### config.mk
export PLATFORM = sky130hd
export DESIGN_NAME = fifo_read_port
export DESIGN_NICKNAME = d
export VERILOG_FILES = /design/src/rtl/fifo_read_port.sv
export SDC_FILE = /design/constraint.sdc
export NUM_CORES = 1
export LEC_CHECK = 0
export BUFFER_PORTS_ARGS = -buffer_cell sky130_fd_sc_hd__buf_2
export CAP_MARGIN = 5
export CORE_MARGIN = 2
export CORE_UTILIZATION = 45
export CTS_CLUSTER_SIZE = 40
export DETAILED_ROUTE_END_ITERATION = 6
export PLACE_DENSITY = 0.72
export SYNTH_ARGS = -nofsm -noshare
export SYNTH_HDL_FRONTEND = slang
export SYNTH_SLANG_ARGS = --single-unit
### constraint.sdc
create_clock -name clock -period 2.4 [get_ports clock]
set_clock_uncertainty 0.1 [all_clocks]
set_input_delay 0.48 -clock clock [delete_from_list [all_inputs] [get_ports clock]]
set_output_delay 0.48 -clock clock [all_outputs]
set_load 0.1 [all_outputs]
### src/rtl/fifo_read_port.sv
// fifo_read_port: read-side FIFO controller turning BRAM words into a valid/ready stream.
// Ports: clock/reset (sync, active-high); wr_ptr in, rd_ptr out (ADDR_WIDTH+1 bits, MSB = wrap);
//        r_en/read_addr/read_data drive the BRAM read port (1-cycle latency);
//        flush discards unread data; out_valid/out_ready/out_data form the output stream;
//        mem_level = wr_ptr - rd_ptr; overrun is the sticky level error flag.
// Optional: define FIFO_RD_OVERRUN_CHECK_EN to enable overrun detection (otherwise tied 0).
module fifo_read_port #(
    parameter int DEPTH      = 32,
    parameter int WIDTH      = 8,
    parameter int ADDR_WIDTH = 5
) (
    input  logic                  clock,
    input  logic                  reset,
    input  logic [ADDR_WIDTH:0]   wr_ptr,
    output logic [ADDR_WIDTH:0]   rd_ptr,
    output logic                  r_en,
    output logic [ADDR_WIDTH-1:0] read_addr,
    input  logic [WIDTH-1:0]      read_data,
    input  logic                  flush,
    output logic                  out_valid,
    input  logic                  out_ready,
    output logic [WIDTH-1:0]      out_data,
    output logic [ADDR_WIDTH:0]   mem_level,
    output logic                  overrun
);
    if (DEPTH != 2 ** ADDR_WIDTH) begin : g_depth_check
        $error("DEPTH must equal 2**ADDR_WIDTH");
    end
    logic [ADDR_WIDTH:0] rd_ptr_q;
    logic                inflight_q;
    logic [1:0]          count_q, count_d, kept;
    logic [WIDTH-1:0]    q0_q, q1_q, q0_d, q1_d;
    logic                pop;
    assign out_valid = count_q != 2'd0;
    assign pop       = out_valid & out_ready;
    assign out_data  = q0_q;
    assign rd_ptr    = rd_ptr_q;
    assign read_addr = rd_ptr_q[ADDR_WIDTH-1:0];
    assign mem_level = wr_ptr - rd_ptr_q;
    // entries left after this cycle's pop; a new read is allowed only if the
    // queue can still hold it once the in-flight word has landed
    assign kept = count_q - {1'b0, pop};
    assign r_en = !reset && !flush && (rd_ptr_q != wr_ptr) &&
                  (({1'b0, kept} + {2'b0, inflight_q}) < 3'd2);
    // the arriving word lands behind whatever remains after the pop
    always_comb begin
        q0_d    = (inflight_q && kept == 2'd0) ? read_data : (pop ? q1_q : q0_q);
        q1_d    = (inflight_q && kept != 2'd0) ? read_data : q1_q;
        count_d = kept + {1'b0, inflight_q};
    end
    always_ff @(posedge clock) begin
        if (reset) begin
            rd_ptr_q   <= '0;
            inflight_q <= 1'b0;
            count_q    <= 2'd0;
            q0_q       <= '0;
            q1_q       <= '0;
        end else if (flush) begin
            rd_ptr_q   <= wr_ptr;
            inflight_q <= 1'b0;
            count_q    <= 2'd0;
        end else begin
            rd_ptr_q   <= rd_ptr_q + (ADDR_WIDTH + 1)'(r_en);
            inflight_q <= r_en;
            count_q    <= count_d;
            q0_q       <= q0_d;
            q1_q       <= q1_d;
        end
    end
`ifdef FIFO_RD_OVERRUN_CHECK_EN
    logic overrun_q;
    always_ff @(posedge clock) begin
        if (reset)
            overrun_q <= 1'b0;
        else if (mem_level > (ADDR_WIDTH + 1)'(DEPTH))
            overrun_q <= 1'b1;
    end
    assign overrun = overrun_q;
`else
    assign overrun = 1'b0;
`endif
endmodule

## Yosys cells after proc, flatten, opt, wreduce, memory -nomap -nowiden

Index checks and enable logic that the tools add are counted.

- Add/subtract/negate cells: 5
- $mul: 0
- Div/mod/pow operators: 0
- $lt $le $gt $ge: 1
- Equal/unequal tests: 1
- Shift operators: 0
- Mux-type cells: 3
- Bitwise gates (word level): 2
- Reduce and logical (&&, ||, !) cells: 14

Operators with widths:

| operator | count |
|---|---|
| 8-bit 2-to-1 mux | 2 |
| 6-bit by 1-bit adder with 6-bit output | 1 |
| 6-bit 2-to-1 mux | 1 |
| 6-bit inequality test | 1 |
| 2-bit nonzero test | 3 |
| 6-bit subtractor | 1 |
| 1-bit logical AND | 5 |
| 2-bit AND reduction | 2 |
| 2-bit by 1-bit adder with 3-bit output | 1 |
| 3-bit by 2-bit < comparator with 1-bit output (second input constant) | 1 |
| 2-bit by 1-bit adder with 2-bit output | 1 |
| 1-bit zero test | 2 |
| 2-bit zero test | 1 |
| 2-bit OR reduction | 1 |
| 2-bit by 1-bit subtractor with 2-bit output | 1 |
| 1-bit bitwise AND | 1 |
| 1-bit NOT | 1 |

- Register bits after elaboration: 25
- Latch bits: 0
- RAM bits: 0
- Bits in read-only memories: 0
- Input port bits: 18
- Output and inout bits: 28
- Word-level logic and storage cells: 31
- Memories kept: 0

## Logic depth before layout (Yosys ltp)

- Depth in word-level cells: 8
- Depth in mapped cells: 14
- Gate-level depth less buffers: 14

## Worst setup path after synthesis

OpenSTA, ideal clock, no wires.

- Path type: register -> register
- Start point: reg rd_ptr_q[3], in the netlist rd_ptr[3]
- End point: reg rd_ptr_q[5], in the netlist rd_ptr[5]
- Setup time: 86 ps
- Arrival: 4,252 ps
- Path slack: -2,038 ps
- Stages on the path, launching flop included: 11
- Clock period less this slack: 4,438 ps
- Cell sequence: dfxtp_1 -> inv_1 -> ha_1 -> nand4_1 -> nor2_1 -> a21oi_1 -> ha_1 -> and3_1 -> nand3_1 -> xor2_1 -> a211oi_1

- Cells in the longest elaborated chain, start to end: 5

Ends and longest elaborated chain:

| what | line | text |
|---|---|---|
| from (decl) | 29 | `logic [ADDR_WIDTH:0] rd_ptr_q;` |
| from (signal assigned) | 59 | `rd_ptr_q <= wr_ptr;` |
| from (signal assigned) | 63 | `rd_ptr_q <= rd_ptr_q + (ADDR_WIDTH + 1)'(r_en);` |
| 6-bit inequality test | 43 | `assign r_en = !reset && !flush && (rd_ptr_q != wr_ptr) &&` |
| 1-bit logical AND (2 in series) | 43 |  |
| via r_en | 16 | `output logic r_en,` |
| 6-bit by 1-bit adder with 6-bit output | 63 |  |
| 6-bit 2-to-1 mux | 58 | `end else if (flush) begin` |

The timed path passes the listed nets, and every way through them passes these cells.
A chain may end at the register's enable or synchronous reset.

## Final worst setup path

- Start point: reg count_q[1]
- End point: out r_en

- Cells in the longest elaborated chain, start to end: 6

Ends and longest elaborated chain:

| what | line | text |
|---|---|---|
| from (decl) | 31 | `logic [1:0] count_q, count_d, kept;` |
| from (signal assigned) | 65 | `count_q <= count_d;` |
| 2-bit nonzero test | 34 | `assign out_valid = count_q != 2'd0;` |
| 1-bit bitwise AND | 35 | `assign pop = out_valid & out_ready;` |
| 2-bit by 1-bit subtractor with 2-bit output (*) | 42 | `assign kept = count_q - {1'b0, pop};` |
| 2-bit by 1-bit adder with 3-bit output (*) | 44 | `(({1'b0, kept} + {2'b0, inflight_q}) < 3'd2);` |
| 3-bit by 2-bit < comparator with 1-bit output (*) | 44 |  |
| 1-bit logical AND (*) | 43 |  |
| to (decl) | 16 |  |

Every way passes the cells marked *; elsewhere a longest branch is shown, timed or not.

==> metrics.md <==
| Metric | Value |
|---|---|
| Leak | 0.983 nW |
| DR WL/cell | 14.0 µm |
| Cts hold-fix bufs | 0 |
| Synth warn | 0 |
| Nets@finish | 248 |
| Routed vias | 1319 |
| Clock Sink Count | 25 |
| Register Area | 523 µm² |
| Multi-input gate area | 1090 µm² |
| Worst skew pair latency | 330 ps |
| Peak VDD IR | 0.000294 V |
| Num CTS Buffers | 3 |
| # DRC | 0 |
| Fin. max-slew vios | 0 |
| Critical Path AT | 2020 ps |
| Initial drt markers | 32 |
| Drt first pass iters | 4 |
| Vias in the first global route | 1170 |
| Hold Violations, Final | 0 |
| Failing checks | negative setup slack |
| Register area share after synthesis | 34.8% |
| Reg2reg setup slack | -130 ps |
| Met3 Use GR | 2.77% |
| Die height | 60.6 µm |
| HP Class | in2reg |
| Number of flops mapped to enable cells by yosys | 0 |
| Total wire length | 3680 µm |
| Period minus WS final | 2600 ps |
| GRT Util Overall | 20.0% |
| CTS root buffer | clkbuf_4 |
| Starting density of the core | 47.2% |
| Ranking of synthesized cells by area | dfxtp_1 35%, mux2i_1 13%, ha_1 8.7% |
| HPWL Detailed | 2460 µm |
| CTS tree | yes |
| M1 GR Usage | 25.1% |
| Final setup viols | 5 |
| Period utilization | 108% |
| Clk buf depth | 2 |
| Synth top area share | 34.8% |
| Top cell by count, worst path | ha_4 |
| Total grt overflow | 0 |
| Ys async rst share | 0% |
| Die Wd | 60.6 µm |
| Placed Area | 2000 µm² |
| Largest net degree at the start of global routing | 23 |
| Post-Synthesis Cell Area | 1440 µm² |
| CP Class | reg2out |
| Most used routing layer | met2 |
| Critical-path cell list | o21a_4 > ha_4 > inv_4 > ha_4 > inv_2 > ha_4 > nand2_4 > a21oi_4 > buf_6 > buf_12 |
| Core area | 3050 µm² |
| Fillers | 220 |
| Buffers on Ports | 44 |
| Finished Core Util | 74.8% |
| Post-layout instance area | 2280 µm² |
| H-Tree Level Count | 1 |
| Final worst slack | -203 ps |
| RSZ-0062 raised after global routing | yes |
| Largest area contributor in the netlist | dfxtp_1 |
| Yosys cell types | 36 |
| Syn avg cell area | 9.29 µm² |
| Non-filler cells, final | 262 |
| Syn_nets | 184 |
| Flops & latches, synth | 25 |
| First-pass GRT wire length | 5430 µm |
| Critical path capture point type | output pin |
| Final Hold Slack | 294 ps |
| Status | finished, violations left |
| Row Count | 20 |
| Layout cells sized above 1 | 56.9% |
| Worst endpoint required time | 1820 ps |
| Post-place setup slack | -178 ps |
| Diode count | 0 |
| GP Congestion | 0.806 |
| Pwr/cell area | 644 nW/µm² |
| Total die area | 3670 µm² |
| Layout area overhead | 58.6% |
| # IOs | 46 |
| Post-DRT Antenna Nets | 0 |
| Reg clk slew, reported paths | 140 ps |
| Antenna violations before repair | 0 |
| Prevailing post-synth register cell | dfxtp_1 |
| Max Cap Viol | 0 |
| Drt via density | 5.03 |
| Most frequent cells in the layout | 38 x buf_2, 23 x nor2_1, 21 x buf_4 |
| Worst Path Max Fanout | 2 |
| Startpoint Class | flop |
| Most common cell after layout, fill and taps aside | buf_2 |
| Placed Instances | 247 |
| Mapped Cells | 155 |
| M2 GR Usage | 35.8% |
| CP max stage cell | dfxtp_2 |
| F_max | 384 MHz |
| CP peak stage delay | 350 ps |
[worst max-delay path, delay by kind of cell, from the launching register on]
family	cells	cell delay (ps)
flip-flops	1	350
AO/OA/AOI/OAI	2	370
AND/OR/NAND/NOR	1	50
buffers and inverters	4	370
adder cells (fa/ha/maj)	3	540
[power by group]
group          total, mW  internal, mW  switching (mW)
clock network      0.201        0.0651           0.136
logic              0.815         0.275           0.539
registers          0.457         0.439          0.0184
[cell usage after synthesis, types with 2 or more instances]
cell,instances
and2_1,3
ha_1,10
xor2_1,2
a21oi_1,5
buf_6,2
nand2_1,3
inv_2,2
xnor2_1,6
buf_4,7
nand3_1,2
a211oi_1,10
o21ai_0,2
inv_1,12
dfxtp_1,25
clkbuf_1,2
nor2_1,25
mux2i_1,18
[final timing paths]
| path | startpoint | endpoint | depth (start not counted) |
|---|---|---|---|
| max reg2reg | count_q[1]$_SDFF_PP0_ | rd_ptr[5]$_SDFF_PP0_ | 14 |
| min | read_data[0] | q1_q[0]$_SDFFE_PP0P_ | 3 |
| max | count_q[1]$_SDFF_PP0_ | r_en | 10 |
| min reg2reg | out_data[3]$_SDFFE_PP0P_ | out_data[3]$_SDFFE_PP0P_ | 2 |
[repair_timing]
| action | 4_1_cts | 5_1_grt |
|---|---|---|
| setup endpoints to repair | 5 | 9 |
| gates resized for setup | 20 | 19 |
| pin swaps | 8 | 20 |
| buffers inserted | 6 | 6 |
[per-layer routing]
metal	vias up	wire (µm)	part of all wire, %
met5	-	0	0
met4	0	53	1.4
met3	6	103	2.8
met2	27	2000	54
met1	638	1520	41
li1	648	-	-
[sequential cells by signal (all words and copies together), names as in the netlist]
| register | flops |
|---|---|
| rd_ptr | 6 |
| q1_q | 8 |
| inflight_q | 1 |
| count_q | 2 |
| out_data | 8 |
[cell type report]
class / instances / share of cell area (%)
multi-input cells: 104 / 47.6
inverters: 14 / 2.41
clock buffers: 3 / 0.986
well taps: 44 / 2.41
flip-flops and latches: 25 / 22.9
clock inverters: 1 / 0.274
repair buffers: 71 / 23.4
[kinds of logic (layout without fill, tap and decap cells)]
logic type / count (synthesis) / count (layout) / share of synthesized area [%]
other: 1 / 1 / 0.260
muxes: 18 / 18 / 12.5
AOI/OAI and AO/OA: 25 / 25 / 12.9
adders and majority gates: 11 / 11 / 10.1
buffers and inverters: 26 / 89 / 10.8
DFF: 25 / 25 / 34.8
and+or+nand+nor: 40 / 40 / 12.7
xor gates and xnor gates: 9 / 9 / 6.00
[metrics by stage]
| stage | total power [mW] | TNS (ps) |
|---|---|---|
| global route | 1.54 | -1170 |
| finish | 1.47 | -569 |
| global placement | 1.19 | -293 |
| detailed placement | 1.20 | -574 |
| CTS | 1.44 | -703 |
| floorplan | 1.04 | -2210 |
Power figures use the tool's default switching activity.
